==> config.mk <==
export PLATFORM = sky130hd
export DESIGN_NAME = gray_monitor
export DESIGN_NICKNAME = d
export VERILOG_FILES = /design/src/rtl/gray_monitor.sv
export SDC_FILE = /design/constraint.sdc
export NUM_CORES = 1
export LEC_CHECK = 0
export ABC_AREA = 1
export CORE_MARGIN = 2
export CORE_UTILIZATION = 35
export CTS_BUF_LIST = sky130_fd_sc_hd__clkbuf_2
export DETAILED_ROUTE_END_ITERATION = 10
export SLEW_MARGIN = 20
export SYNTH_ARGS = -nofsm -noshare
export SYNTH_HDL_FRONTEND = slang
export SYNTH_SLANG_ARGS = --single-unit
==> constraint.sdc <==
create_clock -name Clk -period 1.8 [get_ports Clk]
set_clock_uncertainty 0.1 [all_clocks]
set_input_delay 0.27 -clock Clk [delete_from_list [all_inputs] [get_ports Clk]]
set_output_delay 0.27 -clock Clk [all_outputs]
set_load 0.02 [all_outputs]
==> src/rtl/gray_monitor.sv <==
// gray_monitor
//   Tracks a 3-bit Gray-code counter stream. Each sampled code is converted
//   to binary and must either repeat the previous value or advance by one
//   (mod 8). Forward 7->0 steps are counted as wraps, and the wrap count
//   saturates at all-ones. A rising Overflow is legal only on a wrap.
//   Any inconsistency latches a fault until Resync or Reset.
//
// Ports
//   Clk       clock, rising edge
//   Reset     asynchronous active-high reset
//   En        sample strobe for Gray/Overflow
//   Resync    synchronous return to INIT (priority over En)
//   Gray      3-bit Gray code from the upstream counter
//   Overflow  upstream overflow flag
//   Bin       binary value of the last accepted code
//   Wraps     saturating wrap count
//   Count     {Wraps, Bin}
//   Valid     high while tracking
//   Error     high while faulted
//   ErrCode   fault cause: bit0 illegal step, bit1 overflow mismatch
module gray_monitor #(
  parameter int unsigned WRAP_W = 8
) (
  input  logic              Clk,
  input  logic              Reset,
  input  logic              En,
  input  logic              Resync,
  input  logic [2:0]        Gray,
  input  logic              Overflow,
  output logic [2:0]        Bin,
  output logic [WRAP_W-1:0] Wraps,
  output logic [WRAP_W+2:0] Count,
  output logic              Valid,
  output logic              Error,
  output logic [1:0]        ErrCode
);

  typedef enum logic [1:0] {
    INIT  = 2'd0,
    TRACK = 2'd1,
    FAULT = 2'd2
  } state_t;

  state_t            state_q, state_n;
  logic [2:0]        bin_q, bin_n;
  logic [WRAP_W-1:0] wraps_q, wraps_n;
  logic              ovfprev_q, ovfprev_n;
  logic [1:0]        errcode_q, errcode_n;
  logic              valid_q, valid_n;
  logic              error_q, error_n;

  logic [2:0] sample;
  logic       is_hold, is_step, is_wrap, illegal, mismatch;

  always_comb begin
    sample[2] = Gray[2];
    sample[1] = Gray[2] ^ Gray[1];
    sample[0] = sample[1] ^ Gray[0];
  end

  always_comb begin
    is_hold  = (sample == bin_q);
    is_step  = (sample == bin_q + 3'd1);
    is_wrap  = is_step && (bin_q == 3'd7);
    illegal  = !is_hold && !is_step;
    mismatch = Overflow && !ovfprev_q && !is_wrap;
  end

  always_comb begin
    state_n   = state_q;
    bin_n     = bin_q;
    wraps_n   = wraps_q;
    ovfprev_n = ovfprev_q;
    errcode_n = errcode_q;

    case (state_q)
      INIT: begin
        if (En) begin
          bin_n     = sample;
          ovfprev_n = Overflow;
          state_n   = TRACK;
        end
      end
      TRACK: begin
        if (En) begin
          if (illegal || mismatch) begin
            state_n   = FAULT;
            errcode_n = {mismatch, illegal};
          end else begin
            bin_n     = sample;
            ovfprev_n = Overflow;
            if (is_wrap && (wraps_q != '1))
              wraps_n = wraps_q + WRAP_W'(1);
          end
        end
      end
      FAULT: begin
      end
      default: state_n = INIT;
    endcase

    // Resync overrides whatever the En sample would have done on this edge.
    if (Resync) begin
      state_n   = INIT;
      errcode_n = '0;
      bin_n     = bin_q;
      wraps_n   = wraps_q;
      ovfprev_n = ovfprev_q;
    end

    valid_n = (state_n == TRACK);
    error_n = (state_n == FAULT);
  end

  always_ff @(posedge Clk or posedge Reset) begin
    if (Reset) begin
      state_q   <= INIT;
      bin_q     <= '0;
      wraps_q   <= '0;
      ovfprev_q <= 1'b0;
      errcode_q <= '0;
      valid_q   <= 1'b0;
      error_q   <= 1'b0;
    end else begin
      state_q   <= state_n;
      bin_q     <= bin_n;
      wraps_q   <= wraps_n;
      ovfprev_q <= ovfprev_n;
      errcode_q <= errcode_n;
      valid_q   <= valid_n;
      error_q   <= error_n;
    end
  end

  assign Bin     = bin_q;
  assign Wraps   = wraps_q;
  assign Count   = {wraps_q, bin_q};
  assign Valid   = valid_q;
  assign Error   = error_q;
  assign ErrCode = errcode_q;

endmodule

=== Word-level counts from Yosys, hierarchy flattened ===
Index checks and enable logic that the tools add are counted.

* Register bits: 18
* Latch bits: 0
* RAM bits: 0
* ROM bits: 0
* Input port bits: 8
* Output and inout bits: 26
* Logic and storage cells: 59
* Memories: 0

* Add/sub/neg operators: 2
* Multiply operators: 0
* Divide/modulo/power cells: 0
* Magnitude comparators: 0
* Eq/ne operators: 11
* Shifts and indexed selects: 0
* Multiplexer cells: 17
* Bitwise gates (word level): 4
* Reduce and logical (&&, ||, !) cells: 18

{| class="wikitable"
|+ Operators by type and width
! operator !! number
|-
| 2-bit two-way mux || 8
|-
| 5-bit AND reduction || 2
|-
| 3-bit two-way mux || 3
|-
| 8-bit by 1-bit adder with 8-bit output (second input constant) || 1
|-
| 8-bit inequality test (second input constant) || 1
|-
| 2-bit nonzero test || 4
|-
| 3-bit equality test || 2
|-
| 2-bit inequality test (second input constant) || 3
|-
| 2-bit case mux with 3 select lines || 1
|-
| 3-bit case mux with 2 select lines || 1
|-
| 1-bit logical AND || 5
|-
| 2-bit by 1-bit equality test with 1-bit output (second input constant) || 2
|-
| 2-bit equality test (second input constant) || 2
|-
| 1-bit logical NOT || 4
|-
| 3-bit by 1-bit adder with 3-bit output (second input constant) || 1
|-
| 3-bit equality test (second input constant) || 1
|-
| 1-bit two-way mux || 3
|-
| 3-bit AND reduction || 1
|-
| 2-bit logical NOT || 1
|-
| 1-bit inverter || 2
|-
| 1-bit case mux with 2 select lines || 1
|-
| 1-bit bitwise XOR || 2
|-
| 1-bit logical OR || 1
|}

=== Longest topological paths before layout ===
* Depth in word-level cells: 12
* Gate-level depth with buffers: 14
* Depth with buffers taken out: 13

=== Worst setup path after synthesis ===
No wires, ideal clock.

* Kind: register to register
* Start: register bin_q[0], in the netlist Bin[0]
* End: register bin_q[0], in the netlist Bin[0]
* Setup time: 0.118 ns
* Arrival time: 1.819 ns
* Required time: 1.582 ns
* Slack: -0.237 ns
* Cell stages (with the launch flop): 12
* Buffers on the path: 0
* Period minus slack after synthesis: 2.037 ns
* Path through: dfrtp_1 ha_1 ha_1 xor2_1 nor2_4 nand3_4 nand2_2 nand3_2 nand2_4 nand2_4 nand2_1 nand2_1

* Word-level cells in the longest chain between the ends: 8
* Elaborated cells between the ends (all ways): 13
* Those cells by class: add/sub (1); eq/ne (4); reduce/logical (8)

{| class="wikitable"
|+ RTL lines
! element !! RTL line !! text
|-
| start, declared || 45 || <nowiki>logic [2:0] bin_q, bin_n;</nowiki>
|-
| start signal, assigned || 126 || <nowiki>bin_q <= bin_n;</nowiki>
|-
| 3-bit by 1-bit adder with 3-bit output || 63 || <nowiki>is_step = (sample == bin_q + 3'd1);</nowiki>
|-
| 3-bit equality test || 63 ||
|-
| 1-bit logical AND || 64 || <nowiki>is_wrap = is_step && (bin_q == 3'd7);</nowiki>
|-
| 1-bit logical NOT || 66 || <nowiki>mismatch = Overflow && !ovfprev_q && !is_wrap;</nowiki>
|-
| 1-bit logical AND || 66 ||
|-
| 1-bit logical OR (*) || 86 || <nowiki>if (illegal || mismatch) begin</nowiki>
|-
| 2-bit inequality test (no source line) (*) || n/a ||
|-
| 5-bit AND reduction (no source line) (*) || n/a ||
|}

Mark *: on every way between the ends. The rest lies on a longest branch, timed or not.
A chain may end at the register's enable or synchronous reset.

=== Worst setup path after layout ===
* Start: register bin_q[1], in the netlist Bin[1]
* End: register errcode_q[1], in the netlist ErrCode[1]

* Word-level cells in the longest chain between the ends: 9
* Elaborated cells between the ends (all ways): 17
* Those cells by class: add/sub (1); eq/ne (3); mux (4); reduce/logical (9)

{| class="wikitable"
|+ RTL lines
! element !! RTL line !! text
|-
| 3-bit by 1-bit adder with 3-bit output || 63 ||
|-
| 3-bit equality test || 63 ||
|-
| 1-bit logical AND || 64 ||
|-
| 1-bit logical NOT || 66 ||
|-
| 1-bit logical AND || 66 ||
|-
| 2-bit two-way mux || 86 ||
|-
| 2-bit two-way mux || 85 || <nowiki>if (En) begin</nowiki>
|-
| 2-bit two-way mux || 76 || <nowiki>case (state_q)</nowiki>
|-
| 2-bit two-way mux || 103 || <nowiki>if (Resync) begin</nowiki>
|-
| end signal, assigned || 129 || <nowiki>errcode_q <= errcode_n;</nowiki>
|-
| end, declared || 48 || <nowiki>logic [1:0] errcode_q, errcode_n;</nowiki>
|}

Several ways; a longest one is shown, not always the timed one. The select of a mux whose other input is x is not followed.

==> impl_results.md <==
- Outcome: finished, violations left
- Failing checks: negative setup slack
- Critical Path Start Type: flip-flop
- Aggregate global routing overflow: 0
- Pin slew with the least headroom to its limit: 0.263 ns
- Sum of routed wire segments on met1: 1090 um
- Leading post-synthesis cells by cell area: sky130_fd_sc_hd__dfrtp_1 (36%), sky130_fd_sc_hd__nand2_1 (12%), sky130_fd_sc_hd__inv_1 (7.3%)
- Main flop type after synthesis: sky130_fd_sc_hd__dfrtp_1
- Crit path capture type: flip-flop
- Cells after synthesis: between 150 and 200
- Clock insertion delay at the later pin of the skew report: 0.30 ns
- Die area: 4040 sq um
- Cell family with most CP delay: simple AND/OR/NAND/NOR gates
- Crit path max fanout: 3
- Async S/R FF share, synth: 100%
- Final weighted congestion of routability-driven global placement: around 0.8
- Fmax: roughly 0.53 GHz
- TritonCTS clock tree: built
- Sequential cell area fraction in the yosys report: 36.3%
- Detail Placement HPWL: around 2100 um
- Post-synth net total: 173
- Cells along the critical path: ha_4, ha_4, xor2_2, nor2_4, nand2_1, nand2_2, buf_4, nand3_2, nand4_1, nand2_1
- Worst min-delay path class: input pin to asynchronous set/reset pin
- CTS Buf Count: 3
- Design Area, Final: approximately 1700 sq um
- Number of nets in the final layout: 211
- Post-synthesis cell area: 1240 sq um
- Highest-delay cell along the critical path: sky130_fd_sc_hd__dfrtp_2
- Vias per cell: 4.48
- Max Slew Vio Count: 0
- Data arrival time of the critical path: approximately 2.0 ns
- GRT Resource Usage Total: 13.4%
- Sum of buffers and inverters on the critical path: 1
- Y dimension of the die: 63.6 um
- Critical setup path kind: flip-flop to flip-flop
- Via count of the routed design: 1,097
- Total wire length after detailed routing: 2630 um
- Area growth syn-to-layout: 40.0%
- WL per Instance: 10.7 um
- Layout Cells excl Fill: 245
- Most common library cells after synthesis: sky130_fd_sc_hd__nand2_1 (40), sky130_fd_sc_hd__inv_1 (24), sky130_fd_sc_hd__dfrtp_1 (18)
- Number of buffers inserted by port buffering: 33
- Leakage Power: approximately 0.93 nW
- Largest buffer count on any clock path: 2
- Buffer type at the clock tree root: sky130_fd_sc_hd__clkbuf_2
- Total length of routed met3 wires: between 100 and 150 um
- Number of violations reported at the end of detailed-routing iteration 0: 40
- Max-capacitance violation count: 0
- Time the final worst path needs with I/O delays and setup: 1.88 ns
- Unrepaired setup endpoints after global routing: true
- Setup total negative slack: -0.673 ns
- Wire length of the first global-routing pass: 4350 um
- Post-route fraction of the period consumed by the critical path: 104%
- Initial antenna violation count: 0
- Area of the core: ~3400 sq um
- Synth Register Bits: 18
- Longest individual stage delay on the worst path: 0.48 ns
- Required time at the worst-slack endpoint: 1.92 ns
- Post-synthesis area per instance: ~7.7 sq um
- Count of flip-flops with a built-in enable after synthesis: 0
- Post-cts hold buffer count: 0
- Cells after DPL: 241
- Total cell area at the placement stage: 1670 sq um
- Antenna diode count: 0
- Largest voltage drop on the vdd net: 0.000425 V
- Clk pin slew, worst setup/hold paths: 0.18 ns
- Number of distinct library cells after synthesis: 24
- Pwr Density: between 800 and 900 nW/um^2
- Via count of the first global-routing pass: around 1,000
- Count of clock tree sinks: 18
- Synth warn: 0
- Rel. slew slack: 82.5%
- Share of the synthesized area in the top cell type: between 30% and 40%
- Final number of setup-violating endpoints: 14
- Post-route worst setup slack: -0.0780 ns
- Level count of the clock H-tree: 1
- Met2 wire len: 1340 um
- Effective utilization at floorplan: 36.9%
- DRC Markers: 0
- I/O pin cnt: 34
- Top cell type by total area after synthesis: sky130_fd_sc_hd__dfrtp_1
- Horiz. Die Dim: 63.6 um
- Top-count cell post-synth: sky130_fd_sc_hd__nand2_1
- Endpoints failing hold: 0
- Count of TritonRoute iterations in the first routing pass: 4
- Number of core rows: 21
- Pin count of the biggest net entering global routing: 19
- Highest routed metal layer: met4
- Layout cells sized above 1: between 20% and 30%
- Number of antenna-violating nets in the routed design: 0
==> flip-flops by register name, summed over array words and instances, names as in the netlist <==
signal and flops:
ErrCode 2, Bin 3, Wraps 8, state_q 2, Error 1, Valid 1
ovfprev_q 1
==> cell type report <==
cell class                      instances  area, sq um
Fill cell                             335         1620
Multi-Input combinational cell        105          671
Sequential cell                        18          457
Timing Repair Buffer                   45          434
Inverter                               27          101
Tap cell                               46         57.6
Clock buffer                            3         15.0
Clock inverter                          1         3.75
==> worst paths after layout <==
| kind | startpoint | endpoint | slack (ns) | depth (start not counted) |
|---|---|---|---|---|
| hold / removal | Reset | Bin[0] | 0.16 | 3 |
| setup / recovery | Bin[1] | ErrCode[1] | -0.08 | 10 |
| min in group Clk | ovfprev_q | ovfprev_q | 0.42 | 2 |
| setup reg to reg | Bin[1] | ErrCode[1] | -0.08 | 10 |
| hold reg to reg | ovfprev_q | ovfprev_q | 0.42 | 2 |
| max in group asynchronous | Reset | Wraps[2] | 1.22 | 3 |
==> per-stage QoR <==
step / hold WS (ns) / worst slack (ns) / util (%) / power, mW
after floorplan: 0.108 / -0.0603 / - / 1.02
after global placement: 0.380 / -0.248 / 49.6 / 1.28
after detailed placement: 0.391 / -0.320 / 49.6 / 1.29
after CTS: 0.168 / -0.0875 / 50.6 / 1.45
after global routing: 0.203 / -0.172 / 51.7 / 1.55
final: 0.161 / -0.0780 / 51.7 / 1.44
==> cell usage in the layout, fill, tap and decap left out, drive strengths merged <==
cell and n:
nor2 14, clkdlybuf4s50 20, a21oi 3, nand2 51, o21a 1, dlymetal6s2s 7, dlygate4sd2 6, inv 27
xnor2 1, clkbuf 3, nand4 6, clkinv 1, dfrtp 18, o21bai 1, xor2 4, buf 12
a21o 1, nand3 19, ha 3, o21ai 1
==> worst register-to-register path: stages, from the launching register on <==
cell and delay, ns:
sky130_fd_sc_hd__dfrtp_2 0.48, sky130_fd_sc_hd__ha_4 0.17, sky130_fd_sc_hd__ha_4 0.21, sky130_fd_sc_hd__xor2_2 0.15, sky130_fd_sc_hd__nor2_4 0.13, sky130_fd_sc_hd__nand2_1 0.08
sky130_fd_sc_hd__nand2_2 0.10, sky130_fd_sc_hd__buf_4 0.13, sky130_fd_sc_hd__nand3_2 0.08, sky130_fd_sc_hd__nand4_1 0.10, sky130_fd_sc_hd__nand2_1 0.07
==> report_power, final <==
group / switching [mW] / total, mW / internal [mW]
clock network: 0.131 / 0.180 / 0.0483
registers: 0.0496 / 0.512 / 0.462
logic: 0.422 / 0.747 / 0.325
==> cells by family after synthesis <==
kind of cell    Yosys count  share of synthesized area [%]
simple gates             90                           38.1
fa+ha+maj                 3                           3.02
buf+inv                  39                           15.7
flops                    18                           36.3
xor+xnor                  5                           3.52
compound gates            7                           3.42
==> repair_timing <==
action,4_1_cts,5_1_grt
pin swaps,8,2
hold endpoints to repair,0,0
endpoints found under the setup margin,21,30
buffers inserted,0,0
gates resized for setup,11,16
==> per-layer routing <==
layer  vias up  global-route usage (%)
met3         6                    1.43
met4         0                    7.07
met5         -                       0
met1       494                    15.0
li1        566                       -
met2        31                    24.6
No activity file was read; power rests on OpenSTA's default activity.
